==> config.mk <==
export PLATFORM = sky130hd
export DESIGN_NAME = sipo_deserializer
export DESIGN_NICKNAME = d
export VERILOG_FILES = /design/src/rtl/sipo_deserializer.sv
export SDC_FILE = /design/constraint.sdc
export NUM_CORES = 1
export LEC_CHECK = 0
export BUFFER_PORTS_ARGS = -buffer_cell sky130_fd_sc_hd__buf_4
export CAP_MARGIN = 20
export CORE_ASPECT_RATIO = 1.1
export CORE_MARGIN = 8
export CORE_UTILIZATION = 35
export CTS_BUF_LIST = sky130_fd_sc_hd__clkbuf_8 sky130_fd_sc_hd__clkbuf_16
export DETAILED_ROUTE_END_ITERATION = 7
export GPL_ROUTABILITY_DRIVEN = 0
export PLACE_DENSITY_LB_ADDON = 0.3
export SYNTH_ARGS = -nofsm -noshare
export SYNTH_HDL_FRONTEND = slang
export SYNTH_SLANG_ARGS = --single-unit
==> constraint.sdc <==
create_clock -name clk -period 1.8 [get_ports clk]
set_input_delay 0.18 -clock clk [delete_from_list [all_inputs] [get_ports clk]]
set_output_delay 0.18 -clock clk [all_outputs]
set_load 0.02 [all_outputs]
==> src/rtl/sipo_deserializer.sv <==
// -----------------------------------------------------------------------------
// sipo_deserializer
//   Serial-in/parallel-out receiver. Collects WIDTH serial bits, each qualified
//   by sin_en, into a shift register. A completed word is handed to an output
//   holding register that uses a valid/ready handshake. If the consumer has
//   not drained the previous word, the new word is dropped and the sticky
//   overrun flag is set.
//
// Parameters
//   WIDTH      word length in bits (>= 2)
//   MSB_FIRST  1: first received bit ends up in pout[WIDTH-1]
//              0: first received bit ends up in pout[0]
//
// Ports
//   clk         clock; all state changes on the rising edge
//   rst         asynchronous, active-high reset
//   sin         serial data bit
//   sin_en      sample sin on this edge
//   clr         synchronous frame restart; overrides sin_en
//   pout        last completed word (holding register)
//   pout_valid  pout holds an unconsumed word
//   pout_ready  consumer takes pout on this edge when pout_valid=1
//   overrun     sticky: a completed word was discarded
//   bit_cnt     bits collected in the current word, 0..WIDTH-1
// -----------------------------------------------------------------------------
module sipo_deserializer #(
  parameter int WIDTH     = 4,
  parameter bit MSB_FIRST = 1'b1
) (
  input  logic                     clk,
  input  logic                     rst,
  input  logic                     sin,
  input  logic                     sin_en,
  input  logic                     clr,
  output logic [WIDTH-1:0]         pout,
  output logic                     pout_valid,
  input  logic                     pout_ready,
  output logic                     overrun,
  output logic [$clog2(WIDTH)-1:0] bit_cnt
);

  localparam int CW = $clog2(WIDTH);

  typedef enum logic {
    EMPTY = 1'b0,
    FULL  = 1'b1
  } state_e;

  state_e           state_q, state_d;
  logic [WIDTH-1:0] sreg_q,  sreg_d;
  logic [WIDTH-1:0] pout_q,  pout_d;
  logic [CW-1:0]    cnt_q,   cnt_d;
  logic             ovr_q,   ovr_d;

  logic [WIDTH-1:0] shifted;
  logic             complete;

  // The shift register after taking sin; on a completion edge this is the
  // finished word, so it can be loaded into pout on that same edge.
  assign shifted  = MSB_FIRST ? {sreg_q[WIDTH-2:0], sin}
                              : {sin, sreg_q[WIDTH-1:1]};
  assign complete = sin_en && !clr && (cnt_q == CW'(WIDTH - 1));

  // NOTE: every signal assigned in an always_comb gets a default first, so
  // no path can leave it unassigned and infer a latch.
  always_comb begin
    sreg_d = sreg_q;
    cnt_d  = cnt_q;
    if (clr) begin
      sreg_d = '0;
      cnt_d  = '0;
    end else if (sin_en) begin
      sreg_d = shifted;
      cnt_d  = complete ? '0 : cnt_q + CW'(1);
    end
  end

  // Output holding register. clr only touches overrun here; the handshake
  // carries on normally on a clr edge (complete is already 0 then).
  always_comb begin
    state_d = state_q;
    pout_d  = pout_q;
    ovr_d   = clr ? 1'b0 : ovr_q;
    unique case (state_q)
      EMPTY: begin
        if (complete) begin
          pout_d  = shifted;
          state_d = FULL;
        end
      end
      FULL: begin
        if (complete) begin
          if (pout_ready) pout_d = shifted;  // drain and refill together
          else            ovr_d  = 1'b1;     // consumer too slow: drop word
        end else if (pout_ready) begin
          state_d = EMPTY;                   // pout keeps the stale value
        end
      end
      default: state_d = EMPTY;
    endcase
  end

  // NOTE: state is updated with non-blocking assignments so every register
  // samples the pre-edge values, independent of statement order.
  always_ff @(posedge clk or posedge rst) begin
    if (rst) begin
      state_q <= EMPTY;
      sreg_q  <= '0;
      pout_q  <= '0;
      cnt_q   <= '0;
      ovr_q   <= 1'b0;
    end else begin
      state_q <= state_d;
      sreg_q  <= sreg_d;
      pout_q  <= pout_d;
      cnt_q   <= cnt_d;
      ovr_q   <= ovr_d;
    end
  end

  assign pout       = pout_q;
  assign pout_valid = (state_q == FULL);
  assign overrun    = ovr_q;
  assign bit_cnt    = cnt_q;

endmodule

# Yosys cells after proc, flatten, opt, wreduce, memory -nomap -nowiden
# Cells that the tools add are included.
# totals
input_bits	6
ff_bits	11
output_inout_bits	8
elab_cells	33
# op_classes
n_mux	17
bitwise	1
n_reduce_logical	5
n_addsub	1
n_eq_ne	4
# ops
cell	n
two-way mux 4 bit	3
case mux 4 bit (2 select lines)	1
two-way mux 1 bit	7
two-way mux 2 bit	3
two-way mux 3 bit	2
inequality test 2 bit (second input constant)	2
AND reduction 3 bit	1
adder 2 x 1 -> 2 bit (second input constant)	1
== test 2 bit (second input constant)	1
logical AND 1 bit	2
inequality test 2 x 1 -> 1 bit (second input constant)	1
case mux 1 bit (2 select lines)	1
nonzero test 2 bit	1
zero test 1 bit	1
inverter 1 bit	1

# Depth between registers and ports, before layout
# logic_depth
word_depth	6
mapped_depth	4
depth_no_buf	4

# Least setup slack after synthesis
# No wires, ideal clock.
# synth_path
path_kind	reg-to-reg
from	reg cnt_q[0] (netlist: bit_cnt[0])
to	reg pout_q[0] (netlist: pout[0])
arrival_ns	1.341
path_stages_with_launch	5
setup_slack_ns	0.334
path_cell_list	dfrtp_1 > ha_1 > nand2_4 > nor3_4 > mux2_4
# synth_between
elab_chain_cells	4
# synth_lines
item	line_no	rtl
start, declared	52	logic [CW-1:0] cnt_q, cnt_d;
start signal, assigned	116	cnt_q <= cnt_d;
== test 2 bit (*)	62	assign complete = sin_en && !clr && (cnt_q == CW'(WIDTH - 1));
logical AND 1 bit (*)	62	
inequality test 2 bit (no source line) or inequality test 2 x 1 -> 1 bit (tied branches)	--	
AND reduction 3 bit (no source line) (*)	--	
end signal, assigned	115	pout_q <= pout_d;
end, declared	51	logic [WIDTH-1:0] pout_q, pout_d;
# Every way passes the cells marked *; elsewhere a longest branch is shown, timed or not.
# A chain may end at the register's enable or synchronous reset.

# Worst setup path in the final report
# layout_path
from	reg cnt_q[0] (netlist: bit_cnt[0])
to	reg pout_q[1] (netlist: pout[1])
# Same word-level chain as after synthesis.

==> impl_summary.md <==
Outcome
The flow ran to the end, and the final reports show no timing, DRC or antenna violations.

STA
The count of pins over their slew limit is 0. Derived from the worst setup path, the maximum achievable clock frequency is 716 MHz. After routing, the total negative slack on setup checks comes to 0 ns.

On the final layout, the worst clock skew is about 0.00097 ns. The final hold slack is around 0.18 ns. The final period demand of the worst path is 1.40 ns. Once routing completed, OpenROAD measured the worst setup slack at between 0.4 and 0.5 ns. For the pin with the worst max-slew slack, the measured transition is between 0.4 and 0.5 ns.

The hold violation total from the final report is 0. Setup violations remaining at the end of the flow were counted as 0. The worst slew margin relative to its limit is between 70% and 80%. The post-route fraction of the period consumed by the critical path is 77.6%.

Setup repair after global routing left no endpoint under its margin.

CTS
The total CTS buffers is 3. The count of hold-fix buffers inserted at cts is 1. TritonCTS built the clock tree. The clock root buffer is clkbuf_8. The latest clock arrival within the worst-skew pair is ~0.23 ns. For this design, the sink count on the clock tree is 11.

The worst-case clock buffer depth is 2. The number of levels the H-tree was split into is 1. Clock-pin slew was measured on the worst setup and hold paths at about 0.050 ns.

The post-CTS repair timing setup buffer count is 0. The post-cts sizing count is 0.

Power
The internal power is around 450 µW. The worst-case vdd ir drop is 0.540 mV. Power spread over the standard cell area amounts to between 800 and 900 nW/µm².

The design draws roughly 590 µW. The analysis attributes to net switching a power of 136 µW. The standby leakage power is roughly 0.35 nW.

In this run, the combinational gates consume between 10% and 20% of the power. The share of total power consumed by net switching is around 23%. The share of total power dissipated in sequential elements is 46.2%. The clock power share is 40.0%.

Worst setup path
The endpoint kind of the worst setup timing path is a flip-flop. The startpoint-to-endpoint class of the critical path is reg -> reg. The endpoint of the lowest-slack register-to-register path is pout[1]. Data on the critical path is required at its endpoint by 1.92 ns. In this run the worst path has a maximum fanout of 4.

The arrival time of the worst setup path is between 1.5 and 2 ns. The largest delay contributor family on the critical path is flip-flops. The standard cell with the maximum stage delay on the critical path is dfrtp_1. Traced cell by cell, the critical path runs through ha_1 > nand2_4 > nor3_4 > mux2_4. The register-to-register setup slack is 0.40 ns.

The count of buffer and inverter cells on the critical path is 0. The largest single stage delay on the critical path is approximately 0.38 ns. For the worst flop-to-flop path, the logic depth is 4. The critical register-to-register path startpoint is bit_cnt[0]. The worst setup path is launched from a flip-flop. Counting buffers and inverters, the worst setup path is 4 cells deep.

Yosys
The adder and majority gate portion of the synthesized area is 2.48%. The synthesized area per cell is roughly 14 µm². For this run, the number of Yosys warnings is 0. Sequential cells were found to cover around 54% of the synthesized design area. After Yosys synthesis, and, or, nand and nor cells account for roughly an eighth of the synthesized area. Summing the areas of all compound-gate instances in the mapped netlist gives around 2.7% of the synthesized area.

The cell taking the most area after synthesis is dfrtp_1. The netlist area before placement is about 500 µm². Sorting the synthesized cells by area gives the leading types as dfrtp_1 (54%), mux2_4 (12%), mux2i_1 (9.9%). In this run, distinct cell masters in the synthesized netlist total 12. The xor and xnor fraction of the mapped netlist area is 0%. The total nets after synthesis is 43.

Of the post-synthesis cell area, the dominant cell type holds between 50% and 60%. Counting flops and latches in the post-synthesis netlist gives 11. The post-synthesis instance total is 36.

The fraction of synthesized area in multiplexers is between 20% and 30%. The main combinational cell family by area after synthesis is multiplexers.

Flow run
The reported max-cap violation count is 0.

Cells and area
The number of cells in the finished layout apart from fillers is 68. The library cells used most frequently in the layout, excluding fill and tap cells, are buf_4 (13), dfrtp_1 (11), nor2_1 (7). The count of nets after finishing is 60. The leading cell type in the layout, fill and taps excluded is buf_4. The post-synthesis to final-layout area growth is 29.7%. Fill cells in the final layout number between 100 and 150. The fraction of layout instances using a drive strength above 1 is roughly 44%. The number of antenna diodes in the final layout is 0.

Routing
After detailed routing, the total wire length is roughly 830 µm. Once detail routing completed, the nets flagged for antenna violations numbered 0. The number of iterations in the first detailed-routing pass is 4.

Detailed routing inserted a total of 320 vias. The average detailed-routed wire length per instance is about 12 µm. For this block, the initial DRC count from the detailed router was 4. The routed via count divided by cell count is around 4.7. In the routed design, unresolved DRC markers number 0.

Place
The number of placed instances with taps included is 63. The total of buffers placed on input and output ports is 13. The worst setup slack before clock tree synthesis is approximately 0.41 ns. After legalization and detailed placement, the total HPWL measured around 670 µm.

Floorplanning
The chip width is 52.2 µm. The number of primary I/O pins is 14. The core region is 1370 µm². The site row count is 14.

The die boundary height is 55.9 µm. The effective utilization at floorplan is between 30% and 40%. The area of the die is approximately 3000 µm².

Worst hold path
In this run the worst hold path is classified as in -> reg. In this run the most critical hold path is launched from clr. The worst hold path stage count is 2. The endpoint of the worst hold-timing path is bit_cnt[1].

GRT
Across every metal layer, demand over resource in global routing totals 6.61%. The first global-routing pass estimated between 1 and 1.5 mm of wire. The via count of the first global-routing pass is 339. The number of antenna violations at the first check in global routing is 0. The largest net degree at the start of global routing is 12. The total grt overflow is 0.
## cell usage after synthesis
| library cell | instances |
|---|---|
| o21bai_1 | 1 |
| mux2_4 | 4 |
| nor2_1 | 7 |
| a31oi_1 | 1 |
| nor3_4 | 1 |
| dfrtp_1 | 11 |
| ha_1 | 1 |
| inv_1 | 1 |
| buf_6 | 2 |
| nand2_4 | 1 |
| mux2i_1 | 5 |
| nor2b_4 | 1 |
## cells by family after synthesis
family / after synthesis
flops: 11
simple gates: 10
mux: 9
buf+inv: 3
compound gates: 2
fa+ha+maj: 1
## layer usage
layer / wire [µm] / global-route usage (%) / part of all wire, %
met1: 407 / 8.98 / 49
met2: 320 / 7.90 / 38
met3: 95 / 3.74 / 11
met4: 11 / 3.33 / 1.3
met5: 0 / 0 / 0
## worst max-delay path by stage
stage                     startpoint       to  slack, ns
final                     bit_cnt[0]  pout[1]       0.40
after floorplan           bit_cnt[0]  pout[0]       0.33
after CTS                 bit_cnt[0]  pout[1]       0.40
after detailed placement  bit_cnt[0]  pout[1]       0.41
after global routing      bit_cnt[0]  pout[1]       0.32
after global placement    bit_cnt[0]  pout[1]       0.43
## layout make-up
| cell class | instances | area, µm² | area share [%] |
|---|---|---|---|
| Sequential cell | 11 | 275 | 42.0 |
| Multi-Input combinational cell | 22 | 204 | 31.1 |
| Timing Repair Buffer | 14 | 108 | 16.4 |
| Clock buffer | 3 | 41.3 | 6.30 |
| Tap cell | 16 | 20.0 | 3.05 |
| Clock inverter | 1 | 3.75 | 0.573 |
| Inverter | 1 | 3.75 | 0.573 |
## sequential cells by signal, summed over array words and instances (netlist names)
name / cells
sreg_q: 3
pout_valid: 1
overrun: 1
pout: 4
bit_cnt: 2
## power groups by stage
| stage | registers (mW) | clock network [mW] | logic, mW |
|---|---|---|---|
| 6_report | 0.271 | 0.235 | 0.0813 |
| 5_1_grt | 0.273 | 0.255 | 0.0899 |
| 4_1_cts | 0.271 | 0.246 | 0.0831 |
| 3_5_place_dp | 0.275 | 0 | 0.0809 |
| 3_3_place_gp | 0.275 | 0 | 0.0807 |
| 2_1_floorplan | 0.287 | 0 | 0.0389 |
## through the flow
step	util, %	instance area (µm²)
global route	48.0	656
detailed placement	44.0	601
finish	48.0	656
global placement	44.0	601
CTS	48.0	656
floorplan	-	505
Power figures use the tool's default switching activity.
